`src/rtl/phy16_pkg.sv`:
```
// Shared definitions for the 16-bit 8b10b PHY receive path: legal K
// characters, the word-sync state encoding and a K-character check.
package phy16_pkg;

    localparam logic [7:0] c_K28_5 = 8'hBC;
    localparam logic [7:0] c_K23_7 = 8'hF7;
    localparam logic [7:0] c_K27_7 = 8'hFB;
    localparam logic [7:0] c_K29_7 = 8'hFD;
    localparam logic [7:0] c_K30_7 = 8'hFE;

    typedef enum logic [1:0] {
        ST_LOSS    = 2'd0,
        ST_ACQ     = 2'd1,
        ST_SYNC_OK = 2'd2
    } t_sync_state;

    // True when a byte flagged K is one of the control characters the link uses.
    function automatic logic f_is_legal_k(input logic [7:0] i_byte);
        logic v_ok;
        case (i_byte)
            c_K28_5, c_K23_7, c_K27_7, c_K29_7, c_K30_7: v_ok = 1'b1;
            default:                                     v_ok = 1'b0;
        endcase
        return v_ok;
    endfunction

endpackage

```
`src/rtl/phy16_word_classifier.sv`:
```
// Purely combinational per-word classification of a decoded 16-bit symbol
// word: legal, comma (K28.5 in the comma lane) and bad.
module phy16_word_classifier
    import phy16_pkg::*;
#(
    parameter int g_comma_lane = 0
) (
    input  logic [15:0] i_data,
    input  logic [1:0]  i_k,
    input  logic        i_enc_err,
    output logic        o_legal,
    output logic        o_comma,
    output logic        o_bad
);

    logic [1:0] w_lane_ok;

    // A lane is fine when it is data, or a known K character; K28.5 is only
    // accepted in the comma lane so a byte-slipped stream is caught.
    for (genvar n = 0; n < 2; n++) begin : g_lane
        assign w_lane_ok[n] = ~i_k[n]
                            | (f_is_legal_k(i_data[8*n +: 8])
                               & ((i_data[8*n +: 8] != c_K28_5) || (n == g_comma_lane)));
    end

    assign o_legal = ~i_enc_err & (&w_lane_ok);
    assign o_comma = o_legal & i_k[g_comma_lane]
                   & (i_data[8*g_comma_lane +: 8] == c_K28_5);
    assign o_bad   = ~o_legal;

endmodule

```
`src/rtl/phy16_rx_sync_monitor.sv`:
```
// Receive-side word-sync monitor: acquires lock on consecutive commas, drops
// it after repeated bad words (with healing on runs of good words), counts
// errors and losses, and forwards registered data only while synchronised.
// Note: rst_n_i is active-high despite its name (legacy codebase reset).
module phy16_rx_sync_monitor
    import phy16_pkg::*;
#(
    parameter int g_comma_lane   = 0,
    parameter int g_acq_commas   = 3,
    parameter int g_max_bad      = 4,
    parameter int g_good_to_heal = 4
) (
    input  logic        clk_sys_i,
    input  logic        rst_n_i,
    input  logic        rx_valid_i,
    input  logic [15:0] rx_data_i,
    input  logic [1:0]  rx_k_i,
    input  logic        rx_enc_err_i,
    input  logic        clr_cnt_i,
    output logic        rx_valid_o,
    output logic [15:0] rx_data_o,
    output logic [1:0]  rx_k_o,
    output logic        sync_o,
    output logic        sync_lost_p1_o,
    output logic [15:0] err_cnt_o,
    output logic [7:0]  sync_loss_cnt_o
);

    localparam logic [2:0] lc_acq_commas = 3'(g_acq_commas);
    localparam logic [2:0] lc_max_bad    = 3'(g_max_bad);
    localparam logic [2:0] lc_heal       = 3'(g_good_to_heal);

    logic        w_legal, w_comma, w_bad;
    t_sync_state r_state, w_state_nxt;
    logic [2:0]  r_acq_cnt, w_acq_nxt;
    logic [2:0]  r_strikes, w_strikes_nxt;
    logic [2:0]  r_good_cnt, w_good_nxt;
    logic        w_lost;
    logic [2:0]  w_acq_inc, w_strikes_inc, w_good_inc;
    logic        r_rx_valid, r_sync, r_lost_p1;
    logic [15:0] r_rx_data, r_err_cnt;
    logic [1:0]  r_rx_k;
    logic [7:0]  r_loss_cnt;

    phy16_word_classifier #(
        .g_comma_lane (g_comma_lane)
    ) u_classifier (
        .i_data    (rx_data_i),
        .i_k       (rx_k_i),
        .i_enc_err (rx_enc_err_i),
        .o_legal   (w_legal),
        .o_comma   (w_comma),
        .o_bad     (w_bad)
    );

    assign w_acq_inc     = r_acq_cnt + 3'd1;
    assign w_strikes_inc = r_strikes + 3'd1;
    assign w_good_inc    = r_good_cnt + 3'd1;

    // Next-state logic for the word-sync FSM and its acquire/strike/heal counters.
    always_comb begin
        w_state_nxt   = r_state;
        w_acq_nxt     = r_acq_cnt;
        w_strikes_nxt = r_strikes;
        w_good_nxt    = r_good_cnt;
        w_lost        = 1'b0;
        case (r_state)
            ST_LOSS: begin
                if (rx_valid_i && w_comma) begin
                    if (lc_acq_commas == 3'd1) begin
                        w_state_nxt = ST_SYNC_OK;
                        w_acq_nxt   = 3'd0;
                    end else begin
                        w_state_nxt = ST_ACQ;
                        w_acq_nxt   = 3'd1;
                    end
                end else begin
                    w_acq_nxt = 3'd0;
                end
            end
            ST_ACQ: begin
                if (rx_valid_i && w_comma) begin
                    if (w_acq_inc >= lc_acq_commas) begin
                        w_state_nxt   = ST_SYNC_OK;
                        w_acq_nxt     = 3'd0;
                        w_strikes_nxt = 3'd0;
                        w_good_nxt    = 3'd0;
                    end else begin
                        w_acq_nxt = w_acq_inc;
                    end
                end else if (rx_valid_i && w_bad) begin
                    w_state_nxt = ST_LOSS;
                    w_acq_nxt   = 3'd0;
                end else begin
                    w_acq_nxt = r_acq_cnt;
                end
            end
            ST_SYNC_OK: begin
                if (rx_valid_i && w_bad) begin
                    w_good_nxt = 3'd0;
                    if (w_strikes_inc >= lc_max_bad) begin
                        w_state_nxt   = ST_LOSS;
                        w_strikes_nxt = 3'd0;
                        w_lost        = 1'b1;
                    end else begin
                        w_strikes_nxt = w_strikes_inc;
                    end
                end else if (rx_valid_i) begin
                    if (r_strikes == 3'd0) begin
                        w_good_nxt = 3'd0;
                    end else if (w_good_inc >= lc_heal) begin
                        w_strikes_nxt = r_strikes - 3'd1;
                        w_good_nxt    = 3'd0;
                    end else begin
                        w_good_nxt = w_good_inc;
                    end
                end else begin
                    w_good_nxt = r_good_cnt;
                end
            end
            default: begin
                w_state_nxt   = ST_LOSS;
                w_acq_nxt     = 3'd0;
                w_strikes_nxt = 3'd0;
                w_good_nxt    = 3'd0;
            end
        endcase
    end

    // FSM state and counter registers.
    always_ff @(posedge clk_sys_i or posedge rst_n_i) begin
        if (rst_n_i) begin
            r_state    <= ST_LOSS;
            r_acq_cnt  <= 3'd0;
            r_strikes  <= 3'd0;
            r_good_cnt <= 3'd0;
        end else begin
            r_state    <= w_state_nxt;
            r_acq_cnt  <= w_acq_nxt;
            r_strikes  <= w_strikes_nxt;
            r_good_cnt <= w_good_nxt;
        end
    end

    // Registered data path and status outputs; qualification uses the pre-update state.
    always_ff @(posedge clk_sys_i or posedge rst_n_i) begin
        if (rst_n_i) begin
            r_rx_valid <= 1'b0;
            r_rx_data  <= 16'h0000;
            r_rx_k     <= 2'b00;
            r_sync     <= 1'b0;
            r_lost_p1  <= 1'b0;
        end else begin
            r_rx_valid <= rx_valid_i & w_legal & (r_state == ST_SYNC_OK);
            r_sync     <= (w_state_nxt == ST_SYNC_OK);
            r_lost_p1  <= w_lost;
            if (rx_valid_i) begin
                r_rx_data <= rx_data_i;
                r_rx_k    <= rx_k_i;
            end
        end
    end

    // Saturating error and sync-loss counters; clear wins over a same-cycle increment.
    always_ff @(posedge clk_sys_i or posedge rst_n_i) begin
        if (rst_n_i) begin
            r_err_cnt  <= 16'h0000;
            r_loss_cnt <= 8'h00;
        end else if (clr_cnt_i) begin
            r_err_cnt  <= 16'h0000;
            r_loss_cnt <= 8'h00;
        end else begin
            if (rx_valid_i && w_bad && (r_err_cnt != 16'hFFFF)) begin
                r_err_cnt <= r_err_cnt + 16'h0001;
            end
            if (w_lost && (r_loss_cnt != 8'hFF)) begin
                r_loss_cnt <= r_loss_cnt + 8'h01;
            end
        end
    end

    assign rx_valid_o      = r_rx_valid;
    assign rx_data_o       = r_rx_data;
    assign rx_k_o          = r_rx_k;
    assign sync_o          = r_sync;
    assign sync_lost_p1_o  = r_lost_p1;
    assign err_cnt_o       = r_err_cnt;
    assign sync_loss_cnt_o = r_loss_cnt;

endmodule
```
`config.mk`:
```
export PLATFORM = sky130hd
export DESIGN_NAME = phy16_rx_sync_monitor
export DESIGN_NICKNAME = d
export VERILOG_FILES = /design/src/rtl/phy16_pkg.sv /design/src/rtl/phy16_word_classifier.sv /design/src/rtl/phy16_rx_sync_monitor.sv
export SDC_FILE = /design/constraint.sdc
export NUM_CORES = 1
export LEC_CHECK = 0
export ABC_AREA = 1
export CAP_MARGIN = 25
export CORE_MARGIN = 5
export CORE_UTILIZATION = 55
export DETAILED_ROUTE_END_ITERATION = 12
export PLACE_DENSITY_LB_ADDON = 0.25
export SLEW_MARGIN = 5
export SYNTH_ARGS = -nofsm -noshare
export SYNTH_HDL_FRONTEND = slang
export SYNTH_SLANG_ARGS = --single-unit
```
`constraint.sdc`:
```
create_clock -name clk_sys_i -period 4.2 [get_ports clk_sys_i]
set_clock_uncertainty 0.05 [all_clocks]
set_input_delay 0.84 -clock clk_sys_i [delete_from_list [all_inputs] [get_ports clk_sys_i]]
set_output_delay 0.84 -clock clk_sys_i [all_outputs]
set_load 0.02 [all_outputs]
```
# Yosys cells after proc, flatten, opt, wreduce, memory -nomap -nowiden
# Index checks and enable logic that the tools add are counted.
# W data, S select, Z words.
# totals
register_bits	56
inputBits	23
elab_cells	104
output_inout_bits	45
# op_classes
addsub	6
bitwise_logic	14
n_mux	34
reduce_logical	14
eq_ne	22
n_lt_le_gt_ge	3
# op_table
operator	n
$eq A8 B8 Y1 const B	10
$mux W3	14
$mux W16	2
$pmux W3 S3	3
$add A16 B1 Y16 const B	1
$mux W8	2
$ne A16 B16 Y1 const B	1
$ne A8 B8 Y1 const B	2
$mux W2	6
$ne A3 B3 Y1 const B	4
$reduce_or A5 Y1	2
$add A3 B1 Y3 const B	3
$add A8 B1 Y8 const B	1
$and A1 B1 Y1	6
$ge A3 B3 Y1 const B	2
$mux W1	6
$not A1 Y1	6
$pmux W2 S3	1
$reduce_and A6 Y1	1
$eq A2 B2 Y1 const B	2
$logic_and A1 B1 Y1	4
$ne A2 B2 Y1 const B	2
$reduce_and A2 Y1	2
$reduce_and A4 Y1	1
7 further kinds	9

# Logic depth before layout (Yosys ltp)
# Gate-level depths: netlist of run 1.
# depth
ltp_word	14
ltp_mapped	13
mapped_depth_nobuf	13

# By module
# A second synthesis of run 1 with hierarchy kept.
# unflattened
cells_unflattened	449
area_unflattened_um2	3218.1
# by_module_without_submodules
mod	cells_each	area_each_um2	instances	seq_area_each_um2
phy16_rx_sync_monitor	395	2996.6	1	1401.3
phy16_word_classifier	54	221.5	1	0.0

# Least setup slack after synthesis of run 1
# Ideal clock, no wire load.
# synth_path
kind	input to register
from	input rx_data_i[0]
to	register r_err_cnt[0], in the netlist err_cnt_o[0]
arrival_time_ns	1.776
setup_ns	0.130
n_path_buf	1
stages	10
setup_slack_ns	2.244
t_required_ns	4.020
path_cell_list	nor2_1 nand2_1 nor2_2 nor2_1 nand2_2 nand3_4 nand3_4 buf_12 xor2_2 nor2_1
# synth_via
elab_chain_len	10
elab_cells_between_ends	14
cone_classes	5 x eq/ne; 1 x mux; 3 x bitwise; 5 x reduce/logical
# synth_lines
item	line	source
start, declared	phy16_rx_sync_monitor.sv:16	input logic [15:0] rx_data_i,
$eq A8 B8 Y1	phy16_pkg.sv:20	case (i_byte)
$reduce_or A5 Y1 *	phy16_pkg.sv:20	
$mux W1 *	phy16_pkg.sv:20	
$or A1 B1 Y1 *	phy16_word_classifier.sv:22	| (f_is_legal_k(i_data[8*n +: 8])
$reduce_and A2 Y1 *	phy16_word_classifier.sv:26	assign o_legal = ~i_enc_err & (&w_lane_ok);
$and A1 B1 Y1 *	phy16_word_classifier.sv:26	
$not A1 Y1 *	phy16_word_classifier.sv:29	assign o_bad = ~o_legal;
$logic_and A1 B1 Y1 * (2 in a row)	phy16_rx_sync_monitor.sv:173	if (rx_valid_i && w_bad && (r_err_cnt != 16'hFFFF)) begin
$reduce_bool A2 Y1 (no line) *	--	
end signal, assigned	phy16_rx_sync_monitor.sv:174	r_err_cnt <= r_err_cnt + 16'h0001;
end, declared	phy16_rx_sync_monitor.sv:41	logic [15:0] r_rx_data, r_err_cnt;
# Mark *: on every way between the ends. The rest lies on a longest branch, timed or not.
# A chain may end at the register's enable or synchronous reset.

# Worst setup path after layout of run 1
# layout_path
from	input rx_valid_i
to	register r_strikes[2]
# layout_via
elab_chain_len	3
elab_cells_between_ends	9
cone_classes	4 x eq/ne; 2 x mux; 3 x reduce/logical
# layout_lines
item	line	source
start, declared	phy16_rx_sync_monitor.sv:15	input logic rx_valid_i,
$logic_and A1 B1 Y1, on equally long branches	phy16_rx_sync_monitor.sv:99, phy16_rx_sync_monitor.sv:82	
$ne A3 B3 Y1 (no line) (tied with other cells)	--	
$reduce_and A6 Y1 (no line) / $pmux W3 S3 (equally long branches)	--	
end signal, assigned	phy16_rx_sync_monitor.sv:140	r_strikes <= w_strikes_nxt;
end, declared	phy16_rx_sync_monitor.sv:36	logic [2:0] r_strikes, w_strikes_nxt;
# Parallel ways exist; a longest one is shown, timed or not.

==> results of run 1 <==
[cell usage after synthesis (4+ instances only)]
library cell | instances | area, µm²
nor2_1 | 36 | 135.1
nand3_1 | 34 | 170.2
clkbuf_1 | 5 | 18.77
ha_1 | 8 | 100.1
nor3_1 | 5 | 25.02
nor2_2 | 7 | 43.79
nand2_2 | 11 | 68.82
inv_1 | 43 | 161.4
nand4_1 | 11 | 68.82
o21ai_0 | 12 | 60.06
o21ai_1 | 4 | 20.02
o21ai_2 | 9 | 78.83
inv_2 | 4 | 15.01
xor2_1 | 13 | 113.9
nand2_1 | 122 | 457.9
dfrtp_1 | 56 | 1401
a21oi_1 | 4 | 20.02
[path summary, 6_finish.rpt]
| kind | to | cells after the start | startpoint |
|---|---|---|---|
| worst max-delay path | r_strikes[2] | 9 | rx_valid_i |
| worst min-delay path | rx_data_o[4] | 2 | rx_data_o[4] |
| worst max register to register | err_cnt_o[2] | 12 | err_cnt_o[0] |
| worst min register to register | rx_data_o[4] | 2 | rx_data_o[4] |
| max in group asynchronous | rx_data_o[2] | 4 | rst_n_i |
| min in group asynchronous | r_strikes[0] | 2 | rst_n_i |
[cell usage in the layout, fill, tap and decap left out, types with 2 or more instances in the layout]
master,netlist,layout
nor2_1,36,36
nand3_1,34,34
nor4_1,2,2
nand2_2,11,11
nand3_4,2,2
o21ai_2,9,9
clkbuf_8,0,5
clkdlybuf4s50_1,0,67
dfrtp_1,56,56
inv_2,4,5
o21ai_0,12,12
o31ai_1,2,2
nor3_1,5,5
xnor2_1,2,2
ha_1,8,8
nor2_2,7,7
clkinv_1,2,2
o21ai_1,4,4
a21oi_1,4,4
nand4_1,11,11
buf_4,0,3
inv_1,43,42
nand2_1,122,122
xor2_1,13,13
[per-layer routing]
| layer | vias up | wire length (µm) | part of all wire | global-route usage |
|---|---|---|---|---|
| met5 | - | 0 | 0 | 0 |
| met4 | 0 | 55 | 0.0077 | 0.03453 |
| met3 | 5 | 391 | 0.055 | 0.04803 |
| met2 | 63 | 3560 | 0.50 | 0.3679 |
| met1 | 1374 | 3102 | 0.44 | 0.2660 |
| li1 | 1429 | - | - | - |
[kinds of logic (layout without fill, tap and decap cells)]
group	count (synthesis)	after routing	synth area share
AO/OA/AOI/OAI	34	34	0.06868
XOR/XNOR	16	16	0.04631
adder cells (fa/ha/maj)	8	8	0.03140
buffers and inverters	59	128	0.07849
flip-flops	56	56	0.4396
AND/OR/NAND/NOR	235	235	0.3356
[registers in the layout, indices dropped and copies added (netlist names)]
| signal | cells |
|---|---|
| sync_loss_cnt_o | 8 |
| rx_valid_o | 1 |
| r_strikes | 3 |
| sync_lost_p1_o | 1 |
| rx_data_o | 16 |
| err_cnt_o | 16 |
| sync_o | 1 |
| rx_k_o | 2 |
| r_good_cnt | 3 |
| r_acq_cnt | 3 |
| r_state | 2 |
[area by class of cell]
cell class	instances	area share
Clock buffer	5	0.01713
Clock inverter	3	0.005607
Inverter	49	0.04579
Multi-Input combinational cell	293	0.3826
Sequential cell	56	0.3489
Tap cell	72	0.02243
Timing Repair Buffer	71	0.1776
[through the flow]
step / hold WS (ns) / std cells
floorplan: 0.4031 / 408
CTS: 0.4396 / 548
detailed placement: 0.4140 / 540
global route: 0.4651 / 549
finish: 0.4349 / 549
global placement: 0.4041 / 540
[worst min-delay path, stage by stage, from the launching register on]
cell,delay [ns]
dfrtp_1,0.36
nand2_1,0.05
nand2_1,0.05
[power by group through the flow]
stage / logic, µW / clock network, µW / registers, µW
6_report: 154 / 307 / 569
5_1_grt: 170 / 342 / 572
4_1_cts: 154 / 316 / 569
3_5_place_dp: 154 / 0 / 579
3_3_place_gp: 151 / 0 / 579
2_1_floorplan: 61.6 / 0 / 599
==> metrics, run 1 <==
outcome=completed; first-pass GRT wire length=12,680 µm; synthesized flop and latch total=56; sequential area share after synthesis=0.4396; Synth Cell Area=3188 µm²; Filler Cell Count=460; Net Count, Synth=439; DR pass1 iterations=4; critical path's slowest cell=clkdlybuf4s50_1; drt wl/cell=12.95 µm; Clock Tree Buf Depth=2; Worst slew margin=0.5351; Setup Buffers After CTS=0; CP peak stage delay=0.92 ns; H-Tree Depth=2; core box area=5574 µm²; Tmin final=2.559 ns; Multi-input gate area=1536 µm²; Sw Pwr=286.0 µW; Switching Share=0.2778; Top Ports=68; die width=86.14 µm; WL final=7110 µm; post-route ant nets=0; cells after synthesis=408; Max Fclk=390.8 MHz; internal reg-to-reg setup slack=2.08 ns; Area Growth Syn to Fin=25.98%; design area=4016 µm²; # nets final=507; post_cts resized=0; CTS sink cnt=56; critical path required time=4.40 ns; Buf/Inv on CP=1; Critical Path AT=2.76 ns; Post-DP Area=3905 µm²; Die Footprint=7419 µm²; final setup fails=0; Syn. warnings=0; CTS tree=built; Worst-Skew Late Latency=0.31 ns; largest net degree at the start of global routing=44; IO Port Bufs=67; MaxCap Viol Count=0; Overall Power=1030 µW; Storage cell area=1401 µm²; routability cong.=0.8569; gr usage total=0.2093; number of DRC markers in iteration 0=149; hold_buf cts=0; Root Buffer=clkbuf_8; post-synth cell types=36; Worst Tran Pin Value=0.6952 ns; critical path class=input pin to flop; Worst setup EP type=flop; vias in the first global route=2,825; DRC viols=0; P_int=743.7 µW; Slew Limit Fails=0; combinational power share=0.149; CTS clk-pin slew, worst paths=0.11 ns; final hold violations=0; Worst Path Max Fanout=17; Main synth FF type=dfrtp_1; post-layout util=0.7205; number of CTS-inserted buffers=5; clock network power share=0.298; crit path cell chain=clkdlybuf4s50_1 > nand2_1 > nor2_1 > nand4_2 > nand2_2 > nand2_2 > nor2_2 > nand2_1 > nand2_1; hpwl dp=5262 µm; Antenna diodes=0; setup ws final=1.641 ns; Worst Setup Start Kind=input pin; via count=2,871; Post-synth EDFFs=0; Avg Cell Area, Syn=7.814 µm²; sequential share of power=0.553; initial antenna violation count=0; FP Rows=27; maximum VDD drop=0.0001846 V; dpl ws=1.338 ns; Starting Density=0.5719; final worst path period share=0.6092; GRT overflow=0; final setup TNS=0 ns; Vias/cell=5.230; LEAKAGE=0.001991 µW; unrepaired setup endpoints after global routing=no; share of synthesized registers carrying an async set or reset=1.000; Critical Path Most Common Cell=nand2_1; Top delay family on crit path=simple AND/OR/NAND/NOR gates; worst min path class=flop to flop; layout cells sized above 1=0.1111; PD cells=256.4 nW/µm²; die height=86.14 µm
No activity file was read; power rests on OpenSTA's default activity.
==> run 2: changes to the inputs <==
- CORE_UTILIZATION: 55 -> 46
- clock period: 4.2 -> 2.05 ns (I/O delays scaled with it)
==> run 2 against run 1 <==
Total power increased by 110%. Register-to-register slack got worse by 1.9 ns. Clock-buffer cell count increased by 3. Critical path type is now flop to output port. Largest power group unchanged. Highest routed layer unchanged.
==> metrics, run 2 (synthesis gave the netlist of run 1 again) <==
Slew Limit Fails=0; Worst Path Max Fanout=7; maximum VDD drop=0.0002895 V; gr usage total=0.1794; Setup Buffers After CTS=0; Vias/cell=5.023; design area=4145 µm²; critical path's slowest cell=clkdlybuf4s50_1; die width=93.25 µm; unrepaired setup endpoints after global routing=no; crit path cell chain=clkdlybuf4s50_1; Worst setup EP type=output port; DRC viols=0; Worst Tran Pin Value=0.3373 ns; outcome=completed; Clock Tree Buf Depth=2; Max Fclk=527.8 MHz; Top delay family on crit path=buffers and inverters; IO Port Bufs=67; number of DRC markers in iteration 0=98; Non-Filler Instances=573; Worst slew margin=0.7730; CTS sink cnt=56; critical path class=flop to output port; Worst Setup Start Kind=flop; Antenna diodes=0; CP peak stage delay=0.66 ns; final setup fails=0; die height=93.25 µm; Top Ports=68; post-route ant nets=0; largest net degree at the start of global routing=57; Inst Count DP=565; routability cong.=0.8590; critical path required time=1.59 ns; via count=2,878; most frequent cells in the layout=122 x nand2_1, 67 x clkdlybuf4s50_1, 56 x dfrtp_1; drt wl/cell=12.48 µm; GRT overflow=0; final setup TNS=0 ns; MaxCap Viol Count=0; CTS clk-pin slew, worst paths=0.10 ns; hold_buf cts=0; WL final=7153 µm; post_cts resized=0; commonest non-fill, non-tap cell in the layout=nand2_1; initial antenna violation count=0; Die Footprint=8696 µm²; Root Buffer=clkbuf_8; Post-DP Area=4055 µm²; vias in the first global route=2,906; PD cells=511.2 nW/µm²; layout cells sized above 1=0.1359; number of CTS-inserted buffers=5; Worst-Skew Late Latency=0.31 ns; H-Tree Depth=2; Critical Path AT=1.43 ns; Tmin final=1.895 ns; first-pass GRT wire length=12,700 µm; worst min path class=input pin to async pin; hpwl dp=5359 µm; Overall Power=2119 µW; LEAKAGE=0.002065 µW; core box area=6756 µm²; # nets final=523; DR pass1 iterations=4; final hold violations=0; final worst path period share=0.9242; Buf/Inv on CP=1; Area Growth Syn to Fin=30.02%; hold_ws=0.3996 ns; CTS tree=built; FP Rows=30; Starting Density=0.4719
-- run 2: stage by stage --
step	utilization	setup slack, ns
after floorplan	-	0.1264
after global placement	0.6002	-0.08431
after detailed placement	0.6002	-0.1159
after CTS	0.6135	0.1410
after global routing	0.6135	0.005577
final	0.6135	0.1554
-- run 2: final timing paths --
kind / from / endpoint / slack [ns] / cells past startpoint
worst min-delay path: rst_n_i / sync_loss_cnt_o[2] / 0.40 / 3
max in group asynchronous: rst_n_i / rx_data_o[8] / 1.28 / 3
worst max register to register: r_acq_cnt[0] / r_strikes[1] / 0.21 / 11
min in group clk_sys_i: rx_data_o[13] / rx_data_o[13] / 0.43 / 2
worst max-delay path: err_cnt_o[10] / err_cnt_o[10] / 0.16 / 1
worst min register to register: rx_data_o[13] / rx_data_o[13] / 0.43 / 2
-- run 2: metal layers --
layer | track usage | wire (µm) | vias up
met1 | 0.2086 | 2998 | 1338
met3 | 0.04747 | 487 | 9
met2 | 0.3210 | 3571 | 75
met4 | 0.05372 | 95 | 0
met5 | 0 | 0 | -
li1 | - | - | 1456
-- run 2: report_power, final --
part / internal, µW / leakage [µW] / switching, µW / total (µW)
sequential: 1140 / 0.000749 / 20.3 / 1160
clock: 277 / 0.0000455 / 344 / 621
combinational: 153 / 0.00127 / 186 / 339
-- run 2: layout make-up --
cell class / count / area [µm²]
well taps: 80 / 100.1
inverters: 49 / 183.9
clock buffers: 8 / 90.09
fillers: 620 / 2611
flip-flops and latches: 56 / 1401
repair buffers: 87 / 833.3
multi-input cells: 293 / 1536
==> run 3: changes to the inputs <==
- clock period: 2.05 -> 1.55 ns (I/O delays scaled with it)
==> run 3 against run 2 <==
The run now ends with negative setup slack left. Worst setup slack got worse by 0.33 ns. Final cell count increased by 6.6%. Clock-buffer cell count decreased by 3. Highest routed layer unchanged. Routed wire length increased by 13%. Via count increased by 8.2%.
==> metrics, run 3 (synthesis gave the netlist of run 1 again) <==
post-route ant nets=0; gr usage total=0.1914; LEAKAGE=0.002470 µW; commonest non-fill, non-tap cell in the layout=nand2_1; largest net degree at the start of global routing=57; initial antenna violation count=0; MaxCap Viol Count=0; Starting Density=0.4719; final hold violations=0; Filler Cell Count=573; layout cells sized above 1=0.2919; FP Rows=30; critical path required time=1.72 ns; drt wl/cell=13.24 µm; Vias/cell=5.097; DR pass1 iterations=4; Antenna diodes=0; failing checks=negative setup slack; number of DRC markers in iteration 0=97; Max Fclk=579.4 MHz; Die Footprint=8696 µm²; Worst Tran Pin Value=0.3935 ns; outcome=complete, but fails checks; via count=3,114; routability cong.=0.8506; Worst Path Max Fanout=6; Hold Crit Depth=3; maximum VDD drop=0.0004427 V; DRC viols=0; die width=93.25 µm; CTS sink cnt=56; Clock Tree Buf Depth=2; PD cells=628.6 nW/µm²; CP peak stage delay=0.40 ns; Root Buffer=clkbuf_8; vias in the first global route=3,095; Top Ports=68; hold_buf cts=0; number of CTS-inserted buffers=5; H-Tree Depth=2; die height=93.25 µm; most frequent cells in the layout=116 x nand2_1, 54 x dlygate4sd2_1, 53 x dfrtp_1; critical path's slowest cell=dfrtp_2; CTS tree=built; Worst slew margin=0.7367; Area Growth Syn to Fin=48.39%; final setup TNS=-2.623 ns; Tmin final=1.726 ns; # nets final=561; core box area=6756 µm²; post-layout util=0.7002; crit path cell chain=ha_4 > nand3_4 > inv_4 > nand2_4 > nor2_4 > nand2_2 > nor2_2 > nand2_2 > nand3_4 > nand2_8 > a21oi_2 > nor2_1; unrepaired setup endpoints after global routing=yes; FF-to-FF path depth=12; worst min path class=input pin to flop; Slew Limit Fails=0; setup ws final=-0.1758 ns; Worst Setup Start Kind=flop; GRT overflow=0; Critical Path AT=1.89 ns; critical path class=flop to flop; Worst-Skew Late Latency=0.32 ns; final setup fails=24; IO Port Bufs=67; CTS clk-pin slew, worst paths=0.11 ns; WL final=8090 µm; Worst setup EP type=flop; first-pass GRT wire length=13,520 µm; final worst path period share=1.113; hpwl dp=5642 µm
run 3: cell types whose count changed in the layout (fill, tap and decap cells not counted), moves of 5 or more:
cell,previous run,this run
clkdlybuf4s50_1,67,5
buf_4,19,48
clkdlybuf4s15_1,0,5
nand2_1,122,116
dlygate4sd2_1,0,54
nand3_2,1,16
buf_6,0,6
nand3_1,34,16
nand2_4,1,7
run 3: final timing paths:
check	start	end	slack [ns]
worst max-delay path	err_cnt_o[0]	err_cnt_o[2]	-0.18
worst min-delay path	rx_data_i[15]	rx_data_o[15]	0.28
worst max register to register	err_cnt_o[0]	err_cnt_o[2]	-0.18
worst min register to register	rx_data_o[12]	rx_data_o[12]	0.42
max in group asynchronous	rst_n_i	err_cnt_o[0]	0.84
min in group asynchronous	rst_n_i	rx_data_o[10]	0.35
run 3: area by class of cell:
| class | count | area (µm²) | share of cell area |
|---|---|---|---|
| multi-input combinational | 294 | 1828 | 0.3864 |
| sequential | 56 | 1405 | 0.2970 |
| timing repair buffer | 124 | 1085 | 0.2293 |
| inverter | 49 | 197.7 | 0.04179 |
| tap | 80 | 100.1 | 0.02116 |
| clock buffer | 5 | 68.82 | 0.01455 |
| clock inverter | 3 | 46.29 | 0.009786 |
run 3: worst max-delay path, delay by kind of cell, from the launching register on:
kind / cells / cell delay, ns
AO/OA/AOI/OAI: 1 / 0.16
adder cells (fa/ha/maj): 1 / 0.15
buffers and inverters: 1 / 0.07
flip-flops: 1 / 0.40
AND/OR/NAND/NOR: 9 / 0.79
run 3: routing by layer:
layer | wire, µm | vias up | part of all wire | GRT usage
met2 | 4078 | 75 | 0.50 | 0.3264
met1 | 3445 | 1481 | 0.43 | 0.2293
met4 | 150 | 0 | 0.019 | 0.08303
li1 | - | 1543 | - | -
met3 | 415 | 15 | 0.051 | 0.04505
met5 | 0 | - | 0 | 0
run 3: metrics by stage:
step	worst slack (ns)	cells	power, µW	hold slack, ns	cell area [µm²]
6_report	-0.1758	611	2974	0.2773	4731
3_3_place_gp	-0.4986	588	2024	0.4045	4269
2_1_floorplan	-0.2108	408	1799	0.3404	3221
5_1_grt	-0.2745	611	3101	0.2815	4731
3_5_place_dp	-0.5601	588	2030	0.4078	4269
4_1_cts	-0.1462	600	2997	0.2750	4511
run 3: power by group:
group          total, µW  switching, µW  internal (µW)  leakage [µW]
combinational        443            269            174       0.00167
clock                996            508            488     0.0000548
sequential          1530           26.9           1510      0.000744
total               2970            804           2170       0.00247
run 3: what timing repair did:
| action | in CTS | in global routing |
|---|---|---|
| setup buffers | 4 | 10 |
| endpoints found under the setup margin | 81 | 37 |
| gates cloned | 0 | 1 |
| gates resized for setup | 102 | 36 |
| pin swaps | 26 | 33 |
